===== src/rtl/reg_writeback_if.sv =====
// Register writeback bus: ALU results, load issue/response handshake,
// register-file write port and scoreboard/status outputs.
interface reg_writeback_if #(
  parameter int unsigned ADDR_BUS_WIDTH = 5,
  parameter int unsigned DATA_BUS_WIDTH = 32,
  parameter int unsigned QUEUE_DEPTH    = 4
);
  localparam int unsigned NUM_REGS = 2 ** ADDR_BUS_WIDTH;
  localparam int unsigned CNT_W    = $clog2(QUEUE_DEPTH) + 1;

  logic                      alu_valid;
  logic [ADDR_BUS_WIDTH-1:0] alu_rd;
  logic [DATA_BUS_WIDTH-1:0] alu_data;
  logic                      ld_issue;
  logic [ADDR_BUS_WIDTH-1:0] ld_issue_rd;
  logic                      ld_valid;
  logic                      ld_ready;
  logic [ADDR_BUS_WIDTH-1:0] ld_rd;
  logic [DATA_BUS_WIDTH-1:0] ld_data;
  logic                      rf_write_en;
  logic [ADDR_BUS_WIDTH-1:0] rf_addr;
  logic [DATA_BUS_WIDTH-1:0] rf_write_data;
  logic [NUM_REGS-1:0]       busy;
  logic [CNT_W-1:0]          queue_count;

  // Core side: produces results and loads, observes the write port and scoreboard
  modport master (
    output alu_valid, alu_rd, alu_data, ld_issue, ld_issue_rd,
    output ld_valid, ld_rd, ld_data,
    input  ld_ready, rf_write_en, rf_addr, rf_write_data, busy, queue_count
  );

  // Writeback unit side
  modport slave (
    input  alu_valid, alu_rd, alu_data, ld_issue, ld_issue_rd,
    input  ld_valid, ld_rd, ld_data,
    output ld_ready, rf_write_en, rf_addr, rf_write_data, busy, queue_count
  );
endinterface


===== src/rtl/reg_writeback_unit.sv =====
// Register-file writeback arbiter: ALU results take priority over a small
// in-order load-response FIFO; keeps a per-register busy scoreboard for loads.
// Optional macro REG_WB_BYPASS_EN: a load accepted into an empty FIFO with no
// ALU write selected goes straight to the write port (1-cycle load latency).
module reg_writeback_unit #(
  parameter int unsigned ADDR_BUS_WIDTH = 5,
  parameter int unsigned DATA_BUS_WIDTH = 32,
  parameter int unsigned QUEUE_DEPTH    = 4
) (
  input  logic           clk,
  input  logic           rst,
  reg_writeback_if.slave wb
);
  localparam int unsigned NUM_REGS = 2 ** ADDR_BUS_WIDTH;
  localparam int unsigned PTR_W    = $clog2(QUEUE_DEPTH);
  localparam int unsigned CNT_W    = PTR_W + 1;

  typedef struct packed {
    logic [ADDR_BUS_WIDTH-1:0] rd;
    logic [DATA_BUS_WIDTH-1:0] data;
  } ld_entry_t;

  ld_entry_t                 mem_q [QUEUE_DEPTH];
  logic [PTR_W-1:0]          wr_ptr_q, wr_ptr_d;
  logic [PTR_W-1:0]          rd_ptr_q, rd_ptr_d;
  logic [CNT_W-1:0]          count_q, count_d;
  logic                      ld_ready_q, ld_ready_d;
  logic [NUM_REGS-1:0]       busy_q, busy_d;
  logic                      we_q, we_d;
  logic [ADDR_BUS_WIDTH-1:0] addr_q, addr_d;
  logic [DATA_BUS_WIDTH-1:0] wdata_q, wdata_d;

  logic      alu_sel, fifo_empty, ld_accept_nz, deq, enq, bypass;
  ld_entry_t head;

  // Source selection: ALU first, then FIFO head, then (optionally) bypass
  always_comb begin
    head         = mem_q[rd_ptr_q];
    alu_sel      = wb.alu_valid && (wb.alu_rd != '0);
    fifo_empty   = (count_q == '0);
    ld_accept_nz = wb.ld_valid && ld_ready_q && (wb.ld_rd != '0);
    deq          = !alu_sel && !fifo_empty;
`ifdef REG_WB_BYPASS_EN
    bypass       = ld_accept_nz && fifo_empty && !alu_sel;
`else
    bypass       = 1'b0;
`endif
    enq          = ld_accept_nz && !bypass;
  end

  // Next-state for FIFO bookkeeping, write port and scoreboard
  always_comb begin
    wr_ptr_d   = wr_ptr_q;
    rd_ptr_d   = rd_ptr_q;
    we_d       = 1'b0;
    addr_d     = addr_q;
    wdata_d    = wdata_q;
    busy_d     = busy_q;

    if (enq) wr_ptr_d = wr_ptr_q + PTR_W'(1);
    if (deq) rd_ptr_d = rd_ptr_q + PTR_W'(1);
    count_d    = count_q + CNT_W'(enq) - CNT_W'(deq);
    ld_ready_d = (count_d < CNT_W'(QUEUE_DEPTH));

    if (alu_sel) begin
      we_d    = 1'b1;
      addr_d  = wb.alu_rd;
      wdata_d = wb.alu_data;
    end else if (deq) begin
      we_d    = 1'b1;
      addr_d  = head.rd;
      wdata_d = head.data;
      busy_d[head.rd] = 1'b0;
    end else if (bypass) begin
      we_d    = 1'b1;
      addr_d  = wb.ld_rd;
      wdata_d = wb.ld_data;
      busy_d[wb.ld_rd] = 1'b0;
    end

    // A new issue to the same register overrides a same-cycle clear
    if (wb.ld_issue && (wb.ld_issue_rd != '0)) busy_d[wb.ld_issue_rd] = 1'b1;
    busy_d[0] = 1'b0;
  end

  // Control and output registers
  always_ff @(posedge clk or posedge rst) begin
    if (rst) begin
      wr_ptr_q   <= '0;
      rd_ptr_q   <= '0;
      count_q    <= '0;
      ld_ready_q <= 1'b0;
      busy_q     <= '0;
      we_q       <= 1'b0;
      addr_q     <= '0;
      wdata_q    <= '0;
    end else begin
      wr_ptr_q   <= wr_ptr_d;
      rd_ptr_q   <= rd_ptr_d;
      count_q    <= count_d;
      ld_ready_q <= ld_ready_d;
      busy_q     <= busy_d;
      we_q       <= we_d;
      addr_q     <= addr_d;
      wdata_q    <= wdata_d;
    end
  end

  // FIFO storage; contents are only meaningful under count_q
  always_ff @(posedge clk) begin
    if (enq) mem_q[wr_ptr_q] <= '{rd: wb.ld_rd, data: wb.ld_data};
  end

  assign wb.ld_ready      = ld_ready_q;
  assign wb.rf_write_en   = we_q;
  assign wb.rf_addr       = addr_q;
  assign wb.rf_write_data = wdata_q;
  assign wb.busy          = busy_q;
  assign wb.queue_count   = count_q;
endmodule


===== src/flat_wrapper.sv =====
// flat-port wrapper written by rule: the top's interface ports become plain ports
module reg_writeback_unit_flat 
#(
  parameter int unsigned ADDR_BUS_WIDTH = 5,
  parameter int unsigned DATA_BUS_WIDTH = 32,
  parameter int unsigned QUEUE_DEPTH    = 4
)
  (clk, rst, wb_alu_valid, wb_alu_rd, wb_alu_data, wb_ld_issue, wb_ld_issue_rd, wb_ld_valid, wb_ld_rd, wb_ld_data, wb_ld_ready, wb_rf_write_en, wb_rf_addr, wb_rf_write_data, wb_busy, wb_queue_count);
  reg_writeback_if #(.ADDR_BUS_WIDTH(ADDR_BUS_WIDTH), .DATA_BUS_WIDTH(DATA_BUS_WIDTH), .QUEUE_DEPTH(QUEUE_DEPTH)) wb_i ();
  input  logic clk;
  input  logic rst;
  input wire logic [$bits(wb_i.alu_valid)-1:0] wb_alu_valid;
  input wire logic [$bits(wb_i.alu_rd)-1:0] wb_alu_rd;
  input wire logic [$bits(wb_i.alu_data)-1:0] wb_alu_data;
  input wire logic [$bits(wb_i.ld_issue)-1:0] wb_ld_issue;
  input wire logic [$bits(wb_i.ld_issue_rd)-1:0] wb_ld_issue_rd;
  input wire logic [$bits(wb_i.ld_valid)-1:0] wb_ld_valid;
  input wire logic [$bits(wb_i.ld_rd)-1:0] wb_ld_rd;
  input wire logic [$bits(wb_i.ld_data)-1:0] wb_ld_data;
  output wire logic [$bits(wb_i.ld_ready)-1:0] wb_ld_ready;
  output wire logic [$bits(wb_i.rf_write_en)-1:0] wb_rf_write_en;
  output wire logic [$bits(wb_i.rf_addr)-1:0] wb_rf_addr;
  output wire logic [$bits(wb_i.rf_write_data)-1:0] wb_rf_write_data;
  output wire logic [$bits(wb_i.busy)-1:0] wb_busy;
  output wire logic [$bits(wb_i.queue_count)-1:0] wb_queue_count;
  assign wb_i.alu_valid = wb_alu_valid;
  assign wb_i.alu_rd = wb_alu_rd;
  assign wb_i.alu_data = wb_alu_data;
  assign wb_i.ld_issue = wb_ld_issue;
  assign wb_i.ld_issue_rd = wb_ld_issue_rd;
  assign wb_i.ld_valid = wb_ld_valid;
  assign wb_i.ld_rd = wb_ld_rd;
  assign wb_i.ld_data = wb_ld_data;
  assign wb_ld_ready = wb_i.ld_ready;
  assign wb_rf_write_en = wb_i.rf_write_en;
  assign wb_rf_addr = wb_i.rf_addr;
  assign wb_rf_write_data = wb_i.rf_write_data;
  assign wb_busy = wb_i.busy;
  assign wb_queue_count = wb_i.queue_count;
  reg_writeback_unit #(.ADDR_BUS_WIDTH(ADDR_BUS_WIDTH), .DATA_BUS_WIDTH(DATA_BUS_WIDTH), .QUEUE_DEPTH(QUEUE_DEPTH)) u_core (.clk(clk), .rst(rst), .wb(wb_i));
endmodule

===== config.mk =====
export PLATFORM = sky130hd
export DESIGN_NAME = reg_writeback_unit_flat
export DESIGN_NICKNAME = d
export VERILOG_FILES = /design/src/rtl/reg_writeback_if.sv /design/src/rtl/reg_writeback_unit.sv /design/src/flat_wrapper.sv
export SDC_FILE = /design/constraint.sdc
export NUM_CORES = 1
export LEC_CHECK = 0
export ABC_AREA = 0
export CORE_MARGIN = 4
export CORE_UTILIZATION = 40
export DETAILED_ROUTE_END_ITERATION = 7
export GPL_ROUTABILITY_DRIVEN = 0
export GPL_TIMING_DRIVEN = 0
export PLACE_DENSITY = 0.71
export SLEW_MARGIN = 40
export SYNTH_ARGS = -nofsm -noshare
export SYNTH_HDL_FRONTEND = slang
export SYNTH_SLANG_ARGS = --single-unit

===== constraint.sdc =====
create_clock -name clk -period 3.48 [get_ports clk]
set_input_delay 0.696 -clock clk [delete_from_list [all_inputs] [get_ports clk]]
set_output_delay 0.696 -clock clk [all_outputs]
set_load 0.01 [all_outputs]

==> impl_metrics.ini <==
[global_route]
first_global_vias = 5675
track_usage_pct = 16.4
grt_antenna_before_repair = 0
grt_pass1_wl_mm = 31.9
grt-ovfl-total = 0
grt_max_degree = 41

[critical_path]
path_class = in2reg
path_max_fanout = 3
r2r-start = u_core.wb.queue_count[1]
crit_required_ns = 3.88
critPathLaunchType = input pin
arrival_ns = 3.20
crit_path_max_incr_delay_ns = 0.48
cp_cell_sequence = clkdlybuf4s50_1, o31a_1, nor3_1, ha_1, inv_1, ha_1, fa_1, xnor2_1, xnor2_1, inv_1
cp-end-kind = flip-flop
startpoint = wb_alu_rd[1]
crit_path_top_delay_cell = clkdlybuf4s50_1

[detailed_routing]
wl_per_cell_um = 19.5
drc = 0
drt_pre_antenna_iters = 5
drt-vias-per-instance = 5.23
final_antenna_net_count = 0
drt-initial-drc-count = 317
num_vias = 5488
wl_mm = 20.4

[die]
die_x_um = 158
num_io_pins = 158
die-area_um2 = 25000
initial_core_util_pct = 41.0
rows = 54
dieHeight_um = 158
coreArea_um2 = 22000

[power_and_ir_drop]
swShare_pct = 29.6
peakVddDrop_v = 0.000457
p_int_mw = 6.87
p_leak_nw = 4.45
p_per_area_nw_per_um2 = 821
clkPwrFrac_pct = 27.9
combPwrFrac_pct = 33.2
p_total_mw = 9.76
seq_power_share_pct = 38.9
switchingPower_mw = 2.89

[yosys]
synth_edf_count = 148
synth_area_leaders = edfxtp_1 (49%), dfrtp_1 (21%), mux4_2 (9.0%), mux2i_1 (4.2%), a21oi_1 (2.4%)
yosysWarnings = 0
synth-xor-area-share_pct = 0.486
yosys-mux-area-fraction_pct = 13.6
synth_nets = 656
synthArstFlopShare_pct = 34.2
synth-simple-area-share_pct = 7.11
synth_compound_area_share_pct = 5.15
synthAdderAreaFrac_pct = 1.06
syn_area_per_cell_um2 = 15.9
synth_cells = 565
synthDistinctLibCells = 40
yosysTopAreaCell = edfxtp_1
synth_area_um2 = 9010
synthFlopType = edfxtp_1
ys_seq_area_share_pct = 70.7
synth_top_area_share_pct = 49.3
ys_ff_latch = 225
synth_top_family_by_area = multiplexers

[placement]
dp_hpwl_mm = 14.1
portBuffers = 156
placed_cells = 1006
placed_cell_area_um2 = 11000

[layout]
stdcell_count = 1050
layout_commonest_cell = clkdlybuf4s50_1
fin_nets = 843
synthToLayoutAreaGrowth_pct = 32.0
n_antenna_cell = 0
post-route-util_pct = 54.2
final_cell_mix = clkdlybuf4s50_1 (156), edfxtp_1 (148), dfrtp_1 (77)
final_cell_area_um2 = 11900
drive_gt1_share_pct = 13.4

[sta]
final-hold-violation-count = 0
slew_viol_final = 0
skew_ns = 0.00872
rsz0062_at_grt = no
max_clock_freq_mhz = 357
min_period_ns = 2.80
finalSetupViolCount = 0
slew_headroom_pct = 45.8
fin_crit_sh_pct = 80.6
tightest_slew_ns = 0.813

[clock_network]
cts_resized = 0
ctsHoldBuffers = 0
clkSinkCount = 225
numCtsBuffers = 24
cts-htree-levels = 1
path_clk_slew_ns = 0.06
cts_tree = yes
cts_buffer_depth = 3
cts_root_buffer = clkbuf_16
post_cts_buffers = 0
clk_latency_ns = 0.51

[min_path]
min_path_type = reg2reg
hp-start = u_core.wb.busy[18]

[outcome]
status = finished, final reports clean

[job]
drv_cap = 0
power groups by stage:
stage	Clock [mW]	Combinational, mW	Sequential, mW
2_1_floorplan	0	1.69	3.96
3_3_place_gp	0	3.20	3.85
3_5_place_dp	0	3.30	3.85
4_1_cts	2.79	3.31	3.80
5_1_grt	2.91	3.54	3.87
6_report	2.72	3.24	3.80
worst paths after layout:
| path | end | slack, ns | cells after the start |
|---|---|---|---|
| max reg2reg | u_core.wb.queue_count[2] | 0.87 | 9 |
| min in group asynchronous | u_core.wb.busy[17] | 0.56 | 2 |
| min reg2reg | u_core.wb.busy[18] | 0.50 | 2 |
| max | u_core.wb.queue_count[2] | 0.68 | 10 |
| min | u_core.wb.busy[18] | 0.50 | 2 |
| max in group asynchronous | u_core.wb.rf_write_data[14] | 2.35 | 3 |
metrics by stage:
stage / setup TNS [ns] / setup slack [ns] / hold slack (ns)
after CTS: 0 / 0.598 / 0.503
after global placement: -103.18 / -0.729 / 0.488
after detailed placement: 0 / 0.0743 / 0.488
after global routing: 0 / 0.381 / 0.528
after floorplan: 0 / 0.817 / 0.534
final: 0 / 0.676 / 0.501
state kept, by name (all words and copies together), names as in the netlist:
register	cells
u_core.mem_q	148
u_core.wb.rf_write_data	32
u_core.wb.busy	31
u_core.wb.rf_addr	5
u_core.wb.queue_count	3
u_core.rd_ptr_q	2
u_core.wr_ptr_q	2
u_core.wb.ld_ready	1
u_core.wb.rf_write_en	1
per-layer routing:
layer / vias to the layer above / track usage [%] / wire (um)
li1: 2525 / - / -
met1: 2709 / 22.4 / 8630
met2: 221 / 26.5 / 9550
met3: 33 / 4.65 / 1880
met4: 0 / 3.41 / 377
met5: - / 0 / 0
worst max-delay path, delay by kind of cell:
| family | cells | cell delay, ns |
|---|---|---|
| buf+inv | 3 | 0.58 |
| compound gates | 1 | 0.35 |
| simple gates | 1 | 0.44 |
| xor+xnor | 2 | 0.36 |
| fa+ha+maj | 3 | 0.77 |
Yosys cell counts (7+ instances only):
cell type and number:
o31ai_1 24, mux4_2 36, clkbuf_1 12, a21oi_1 43
nand2_1 42, inv_1 8, dfrtp_1 77, mux2i_1 38
buf_2 7, nor3_1 11, edfxtp_1 148, nor2_1 52
area by class of cell:
| cell class | instances | area, um^2 |
|---|---|---|
| flip-flops and latches | 225 | 6370 |
| well taps | 280 | 350 |
| plain buffers | 28 | 139 |
| clock buffers | 27 | 633 |
| clock inverters | 17 | 224 |
| repair buffers | 161 | 1660 |
| multi-input cells | 304 | 2480 |
| inverters | 8 | 35.0 |
| fillers | 1819 | 10100 |
kinds of logic after synthesis:
kind of cell | count (synthesis)
AO/OA/AOI/OAI | 77
XOR/XNOR | 5
adder cells (fa/ha/maj) | 7
buffers and inverters | 36
flip-flops | 225
multiplexers | 77
other | 1
AND/OR/NAND/NOR | 137
Power figures use the tool's default switching activity.
